--- config.mk ---
export PLATFORM = sky130hd
export DESIGN_NAME = fibo_stream_scheduler
export DESIGN_NICKNAME = d
export VERILOG_FILES = /design/src/rtl/fibo_sched_pkg.sv /design/src/rtl/rr_arbiter.sv /design/src/rtl/fibo_stream_scheduler.sv
export SDC_FILE = /design/constraint.sdc
export NUM_CORES = 1
export LEC_CHECK = 0
export ABC_AREA = 0
export BUFFER_PORTS_ARGS = -buffer_cell sky130_fd_sc_hd__buf_2
export CORE_MARGIN = 2
export CORE_UTILIZATION = 40
export DETAILED_ROUTE_END_ITERATION = 7
export GPL_TIMING_DRIVEN = 0
export PLACE_DENSITY = 0.61
export SLEW_MARGIN = 15
export SYNTH_ARGS = -nofsm -noshare
export SYNTH_HDL_FRONTEND = slang
export SYNTH_SLANG_ARGS = --single-unit
--- constraint.sdc ---
create_clock -name clk -period 4 [get_ports clk]
set_clock_uncertainty 0.2 [all_clocks]
set_input_delay 0.4 -clock clk [delete_from_list [all_inputs] [get_ports clk]]
set_output_delay 0.4 -clock clk [all_outputs]
set_load 0.02 [all_outputs]
--- src/rtl/fibo_sched_pkg.sv ---
// rtl/fibo_sched_pkg.sv - shared defaults, context type and id-width helper for the Fibonacci stream scheduler
package fibo_sched_pkg;

  localparam int NREQ_DEF   = 4;
  localparam int W_DEF      = 8;
  localparam int SEED_A_DEF = 0;
  localparam int SEED_B_DEF = 1;

  typedef struct packed {
    logic [W_DEF-1:0] a;
    logic [W_DEF-1:0] b;
  } fibo_ctx_t;

  // A single requester still needs a one-bit id field.
  function automatic int id_width(input int n);
    return (n < 2) ? 1 : $clog2(n);
  endfunction

endpackage

--- src/rtl/rr_arbiter.sv ---
// rtl/rr_arbiter.sv - round-robin arbiter with registered last-grant pointer, priority starts after last winner
module rr_arbiter
  import fibo_sched_pkg::*;
#(
  parameter  int N  = 4,
  localparam int IW = id_width(N)
) (
  input  logic          clk,
  input  logic          rst,
  input  logic          en,
  input  logic [N-1:0]  elig,
  output logic [N-1:0]  grant,
  output logic [IW-1:0] idx
);

  logic [IW-1:0] last_q, last_d;
  logic [IW-1:0] cand;
  logic          found;

  always_comb begin
    grant  = '0;
    idx    = '0;
    cand   = '0;
    found  = 1'b0;
    last_d = last_q;
    for (int k = 1; k <= N; k++) begin
      cand = IW'((int'(last_q) + k) % N);
      if (!found && elig[cand]) begin
        found = 1'b1;
        idx   = cand;
      end
    end
    if (en && found) begin
      grant[idx] = 1'b1;
      last_d     = idx;
    end
  end

  always_ff @(posedge clk or posedge rst) begin
    if (rst) begin
      last_q <= IW'(N - 1);
    end else begin
      last_q <= last_d;
    end
  end

endmodule

--- src/rtl/fibo_stream_scheduler.sv ---
// rtl/fibo_stream_scheduler.sv - per-requester Fibonacci contexts sharing one adder behind a round-robin valid/ready output
module fibo_stream_scheduler
  import fibo_sched_pkg::*;
#(
  parameter  int          NREQ   = NREQ_DEF,
  parameter  int          W      = W_DEF,
  parameter  int unsigned SEED_A = SEED_A_DEF,
  parameter  int unsigned SEED_B = SEED_B_DEF,
  localparam int          IW     = id_width(NREQ)
) (
  input  logic            clk,
  input  logic            rst,
  input  logic [NREQ-1:0] req,
  input  logic [NREQ-1:0] clr,
  output logic [NREQ-1:0] grant,
  output logic            out_valid,
  input  logic            out_ready,
  output logic [W-1:0]    out_data,
  output logic [IW-1:0]   out_id
);

  typedef struct packed {
    logic [W-1:0] a;
    logic [W-1:0] b;
  } ctx_t;

  localparam ctx_t CTX_SEED = '{a: W'(SEED_A), b: W'(SEED_B)};

  ctx_t            ctx_q [NREQ];
  ctx_t            ctx_d [NREQ];
  logic            out_valid_q, out_valid_d;
  logic [W-1:0]    out_data_q, out_data_d;
  logic [IW-1:0]   out_id_q, out_id_d;

  logic            load;
  logic [NREQ-1:0] elig;
  logic [NREQ-1:0] arb_grant;
  logic [IW-1:0]   win;
  logic [W-1:0]    sum;

  // out_ready reaches only the load decision and grant, never the output registers' data path.
  assign load = !out_valid_q || out_ready;
  assign elig = req & ~clr;

  rr_arbiter #(.N(NREQ)) u_arb (
    .clk   (clk),
    .rst   (rst),
    .en    (load),
    .elig  (elig),
    .grant (arb_grant),
    .idx   (win)
  );

  assign grant = arb_grant;
  assign sum   = ctx_q[win].a + ctx_q[win].b;

  always_comb begin
    ctx_d       = ctx_q;
    out_valid_d = out_valid_q;
    out_data_d  = out_data_q;
    out_id_d    = out_id_q;
    if (load) begin
      if (|arb_grant) begin
        out_valid_d    = 1'b1;
        out_data_d     = ctx_q[win].a;
        out_id_d       = win;
        ctx_d[win].a   = ctx_q[win].b;
        ctx_d[win].b   = sum;
      end else begin
        out_valid_d = 1'b0;
      end
    end
    // A cleared requester is excluded from elig, so clear never collides with an advance.
    for (int i = 0; i < NREQ; i++) begin
      if (clr[i]) begin
        ctx_d[i] = CTX_SEED;
      end
    end
  end

  always_ff @(posedge clk or posedge rst) begin
    if (rst) begin
      for (int i = 0; i < NREQ; i++) begin
        ctx_q[i] <= CTX_SEED;
      end
      out_valid_q <= 1'b0;
      out_data_q  <= '0;
      out_id_q    <= '0;
    end else begin
      ctx_q       <= ctx_d;
      out_valid_q <= out_valid_d;
      out_data_q  <= out_data_d;
      out_id_q    <= out_id_d;
    end
  end

  assign out_valid = out_valid_q;
  assign out_data  = out_data_q;
  assign out_id    = out_id_q;

endmodule
==> impl_metrics.yaml, run 1 <==
clock_tree:
  clock-root-buffer: "clkbuf_8"
  cts.clk_slew.worst_paths_ns: 0.08
  clk_path_buf_depth: 2
  cts.sinks: 77
  insertion_delay_ns: 0.35
  cts_htree_levels: 3
  cts_tree: "yes"
  cts-buffers-inserted: 9
global_routing:
  grt_pass1_vias: 3142
  gr-total-overflow: 0
  grt_pass1_wl_um: 17400
  grt_antenna_before_repair: 0
  grt_max_degree: 53
  grt_usage_pct: 19.7
drt:
  vias_per_cell: 5.54
  routed_wl_um: 10700
  drtAntennaViolNets: 0
  wire_per_inst_um: 19.3
  drc: 0
  drt_iter0_markers: 143
  detail_route.first_pass.iterations: 4
  vias: 3077
pwr:
  clockPowerShare_pct: 36.7
  switching_share_pct: 28.5
  intPower_w: 0.00147
  power_frac_seq_pct: 41.6
  power_density_nw_per_um2: 414
  ir_drop_v: 0.000190
  p_leak_nw: 2.55
  power_switching_w: 0.000584
  p_comb_share_pct: 21.7
timing:
  finalMaxSlewViolations: 0
  rsz0062_at_grt: "false"
  maxSlewHeadroom_pct: 63.5
  fin_crit_ns: 3.83
  setup_viol: 0
  fmax_ghz: 0.261
  tightest_slew_ns: 0.532
  finalSetupTns_ns: 0
  fin_crit_sh_pct: 95.7
  hold_viol: 0
floorplan:
  core_area_sq_um: 10400
  design.portCount: 26
  die_y_um: 108
  row_count: 37
  dieArea_sq_um: 11700
  dieWidth_um: 108
  start_util_pct: 41.6
synth:
  synth_top_family_by_area: "simple AND/OR/NAND/NOR gates"
  yosysTopAreaCellShare_pct: 41.0
  postSynthAreaPerCell_sq_um: 11.5
  synth_compound_gate_area_share_pct: 15.1
  syn_inst: 377
  synthMuxAreaShare_pct: 14.4
  yosys.cell_types.count: 58
  synth_fa_ha_area_share_pct: 2.48
  syn_nets: 396
  synthSimpleGateAreaFrac_pct: 15.5
  synth_largest_area_cell: "dfrtp_1"
  netlist_area_sq_um: 4330
  ys_seq_area_share_pct: 44.7
  ys_warn_count: 0
  ys_top_cells_by_area: "dfrtp_1 41%, mux2i_1 9.7%, a21o_1 4.2%, nand3b_1 4.0%, nor3b_1 3.8%"
  synth.ff_latch_count: 77
  synthXorXnorAreaFrac_pct: 2.22
cells_and_area:
  area_growth_pct: 14.5
  final_common_cell: "dfrtp_1"
  drive_gt1_share_pct: 26.3
  final_cells: 555
  mostFrequentLayoutCells: "71 x dfrtp_1, 42 x mux2i_1, 31 x o21ai_0"
  antennaDiodeCount: 0
  fillers: 1020
  nets: 433
setup_path:
  startpoint_type: "flip-flop"
  end_kind: "flip-flop"
  crit_fanout: 10
  cp_data_arrival_time_ns: 3.85
  crit_required_ns: 4.02
  crit_type: "reg2reg"
run_status:
  status: "complete, no violations"
min_path:
  hold_path.class: "in2reg"
placement:
  place_congestion: 0.788
  hpwl_um: 7650
  placed_cells: 536
  portBuffers: 22
job:
  drv_cap: 0
Yosys cell counts (all sizes together):
cell	number
nor3	8
mux2i	48
dfstp	6
and2	1
a31o	7
or2	1
nor2	1
o221a	2
ha	7
nor2b	3
a21oi	6
fa	1
or3	1
xnor2	4
mux2	9
clkbuf	7
nand2	22
o22ai	2
nand3	9
o21bai	2
xor2	7
nand3b	24
dfrtp	71
a211oi	2
nand2b	4
o31ai	1
o211ai	3
o21a	4
o211a	1
nor4b	1
a211o	2
a21o	24
o21ai	34
nor3b	23
inv	11
nand4bb	1
buf	17
layer usage:
metal | GRT usage [%] | share of wire (%)
met3 | 4.10 | 3.8
met4 | 3.85 | 0.63
met1 | 26.3 | 45
met5 | 0 | 0
met2 | 33.5 | 51
cell type report:
type | count | area (sq um) | share of cell area (%)
well taps | 136 | 170 | 3.43
repair buffers | 26 | 163 | 3.28
plain buffers | 24 | 199 | 4.01
clock inverters | 3 | 90.1 | 1.82
inverters | 11 | 46.3 | 0.934
clock buffers | 13 | 169 | 3.41
multi-input cells | 265 | 2190 | 44.1
flip-flops and latches | 77 | 1930 | 39.0
cells by family (layout without fill, tap and decap cells):
logic type | count (synthesis) | count (layout)
XOR/XNOR | 11 | 11
adder cells (fa/ha/maj) | 8 | 8
AND/OR/NAND/NOR | 99 | 99
multiplexers | 57 | 57
AO/OA/AOI/OAI | 90 | 90
buffers and inverters | 35 | 77
flip-flops | 77 | 77
power groups by stage:
stage                     Combinational [W]  Clock [W]  Sequential [W]
after CTS                          0.000444   0.000765        0.000853
after floorplan                    0.000311          0        0.000872
after global placement             0.000430          0        0.000865
after global routing               0.000475   0.000797        0.000857
after detailed placement           0.000436          0        0.000867
final                              0.000445   0.000753        0.000853
flip-flops by register name, summed over array words and instances (netlist names):
| register | flops |
|---|---|
| out_id | 2 |
| out_valid | 1 |
| u_arb.last_q | 2 |
| ctx_q | 64 |
| out_data | 8 |
timing repair:
action,4_1_cts,5_1_grt
pin swaps,0,4
resized for setup,4,2
endpoints found under the setup margin,6,5
setup buffers,1,1
hold endpoints to repair,25,0
hold buffers,1,0
worst max-delay path, cell delays in order, from the launching register on:
cell and delay (ns):
dfstp_2 0.58, nand4bb_1 0.14, o221a_4 0.22, a21o_1 0.10
buf_6 0.17, buf_12 0.18, mux2i_4 0.30, mux2i_4 0.13
ha_2 0.23, fa_1 0.41, a21o_1 0.19, a21oi_2 0.17
o21bai_1 0.10, a21oi_2 0.20, xor2_2 0.24, o21ai_0 0.11
per-stage QoR:
| step | hold slack [ns] | setup slack, ns | cell area, sq um | power [W] | utilization (%) |
|---|---|---|---|---|---|
| after floorplan | 0.275 | 0.403 | 4330 | 0.00118 | - |
| after global placement | 0.274 | -0.332 | 4610 | 0.00130 | 44.3 |
| after detailed placement | 0.207 | -0.393 | 4640 | 0.00130 | 44.6 |
| after CTS | 0.169 | 0.0570 | 4940 | 0.00206 | 47.5 |
| after global routing | 0.181 | 0.000584 | 4960 | 0.00213 | 47.6 |
| final | 0.184 | 0.171 | 4960 | 0.00205 | 47.6 |
path summary, 6_finish.rpt:
path | endpoint | depth (start not counted) | startpoint | slack [ns]
max reg2reg | ctx_q[38] | 15 | u_arb.last_q[0] | 0.17
min reg2reg | out_id[0] | 1 | out_id[0] | 0.29
max | ctx_q[38] | 15 | u_arb.last_q[0] | 0.17
min | out_valid | 4 | out_ready | 0.18
max in group asynchronous | ctx_q[32] | 4 | rst | 2.60
min in group asynchronous | ctx_q[30] | 3 | rst | 0.36
Note: power is estimated with default switching activity, not from simulation.
==> inputs of run 2 (changes only) <==
--- a/config.mk
+++ b/config.mk
@@ -9,6 +9,7 @@
 export BUFFER_PORTS_ARGS = -buffer_cell sky130_fd_sc_hd__buf_2
 export CORE_MARGIN = 2
 export CORE_UTILIZATION = 40
+export CTS_BUF_LIST = sky130_fd_sc_hd__clkbuf_8
 export DETAILED_ROUTE_END_ITERATION = 7
 export GPL_TIMING_DRIVEN = 0
 export PLACE_DENSITY = 0.61
==> impl_metrics.yaml, run 2 (synthesized netlist as in run 1, its figures left out) <==
pwr:
  p_leak_nw: 2.55
  intPower_w: 0.00147
  clockPowerShare_pct: 36.6
  power_w: 0.00205
  p_comb_share_pct: 21.7
  switching_share_pct: 28.4
  power_density_nw_per_um2: 413
  power_switching_w: 0.000582
  ir_drop_v: 0.000188
  power_frac_seq_pct: 41.7
timing:
  finalMaxSlewViolations: 0
  rsz0062_at_grt: "false"
  hold_viol: 0
  fmax_ghz: 0.261
  worst_hold_slack_ns: 0.185
  worst_slack_ns: 0.172
  fin_crit_ns: 3.83
  setup_viol: 0
  maxSlewHeadroom_pct: 63.2
  tightest_slew_ns: 0.537
  fin_crit_sh_pct: 95.7
cells_and_area:
  final_cells: 555
  nets: 433
  final_common_cell: "dfrtp_1"
  area_growth_pct: 14.5
  drive_gt1_share_pct: 26.3
  utilization_pct: 47.6
  largest_register_ffs: 64
  mostFrequentLayoutCells: "71 x dfrtp_1, 42 x mux2i_1, 31 x o21ai_0"
  largest_register: "ctx_q"
  antennaDiodeCount: 0
job:
  drv_cap: 0
min_path:
  hold_path.class: "in2reg"
  whs_path_depth: 4
drt:
  drt_iter0_markers: 143
  drc: 0
  drtAntennaViolNets: 0
  routed_wl_um: 10700
  wire_per_inst_um: 19.3
  detail_route.first_pass.iterations: 6
  vias_per_cell: 5.51
  vias: 3058
setup_path:
  crit_required_ns: 4.02
  r2r_slack_ns: 0.17
  r2r-end: "ctx_q[38]"
  rr_worst_depth: 15
  crit_fanout: 10
  r2r-start: "u_arb.last_q[0]"
  startpoint_type: "flip-flop"
  crit_type: "reg2reg"
  cp-endpoint: "ctx_q[38]"
  crit_path_start: "u_arb.last_q[0]"
  cp_data_arrival_time_ns: 3.84
  end_kind: "flip-flop"
floorplan:
  dieWidth_um: 108
  design.portCount: 26
  core_area_sq_um: 10400
  dieArea_sq_um: 11700
  start_util_pct: 41.6
  row_count: 37
  die_y_um: 108
placement:
  place_congestion: 0.788
  placed_cells: 536
  hpwl_um: 7650
  pre_cts_ws_ns: -0.393
  portBuffers: 22
global_routing:
  grt_max_degree: 53
  grt_antenna_before_repair: 0
  gr-total-overflow: 0
  grt_pass1_wl_um: 17400
  grt_pass1_vias: 3142
  grt_usage_pct: 19.7
clock_tree:
  insertion_delay_ns: 0.35
  cts.clk_slew.worst_paths_ns: 0.08
  cts-buffers-inserted: 9
  clock-root-buffer: "clkbuf_8"
  clk_path_buf_depth: 2
  cts_tree: "yes"
  cts_htree_levels: 3
  cts.sinks: 77
run_status:
  status: "complete, no violations"
## run 2: cell types whose count changed in the layout (fill, tap and decap cells not counted)
cell	before	now
clkbuf_1	8	7
inv_1	7	8
## run 2: layer usage
metal / global-route usage [%] / vias up / wire length [um]
met1: 26.3 / 1557 / 4770
met2: 33.5 / 58 / 5390
li1: - / 1436 / -
met4: 3.85 / 0 / 58
met3: 4.10 / 7 / 487
met5: 0 / - / 0
## run 2: power groups by stage
stage               Combinational (W)  Clock, W  Sequential, W
floorplan                    0.000311         0       0.000872
global placement             0.000430         0       0.000865
detailed placement           0.000436         0       0.000867
CTS                          0.000444  0.000763       0.000853
global route                 0.000475  0.000794       0.000857
finish                       0.000445  0.000749       0.000853
## run 2: cell type report
cell class | instances | area, sq um
tap | 136 | 170
fill | 1020 | 5460
sequential | 77 | 1930
clock buffer | 12 | 165
inverter | 11 | 46.3
timing repair buffer | 26 | 163
clock inverter | 4 | 93.8
buffer | 24 | 199
multi-input combinational | 265 | 2190
## run 2: critical path, stage by stage (launching register included)
cell       delay (ns)
dfstp_2          0.58
nand4bb_1        0.14
o221a_4          0.22
a21o_1           0.10
buf_6            0.17
buf_12           0.18
mux2i_4          0.30
mux2i_4          0.13
ha_2             0.23
fa_1             0.41
a21o_1           0.19
a21oi_2          0.17
o21bai_1         0.10
a21oi_2          0.20
xor2_2           0.24
o21ai_0          0.11
## run 2: how the worst min path moves through the flow
stage | from | to | slack [ns]
after floorplan | ctx_q[5] | ctx_q[5] | 0.28
after global placement | out_id[0] | out_id[0] | 0.27
after detailed placement | rst | ctx_q[62] | 0.21
after CTS | clr[0] | ctx_q[48] | 0.17
after global routing | clr[0] | ctx_q[48] | 0.18
final | out_ready | out_valid | 0.19
## run 2: repair_timing
item	4_1_cts	5_1_grt
hold endpoints to repair	25	0
hold buffers	1	0
pin swaps	0	4
endpoints found under the setup margin	6	5
gates resized for setup	4	2
setup buffers	1	1
## run 2: through the flow
| step | TNS, ns | instance area [sq um] |
|---|---|---|
| after global placement | -2.02 | 4610 |
| final | 0 | 4960 |
| after floorplan | 0 | 4330 |
| after CTS | 0 | 4940 |
| after global routing | 0 | 4960 |
| after detailed placement | -2.33 | 4640 |
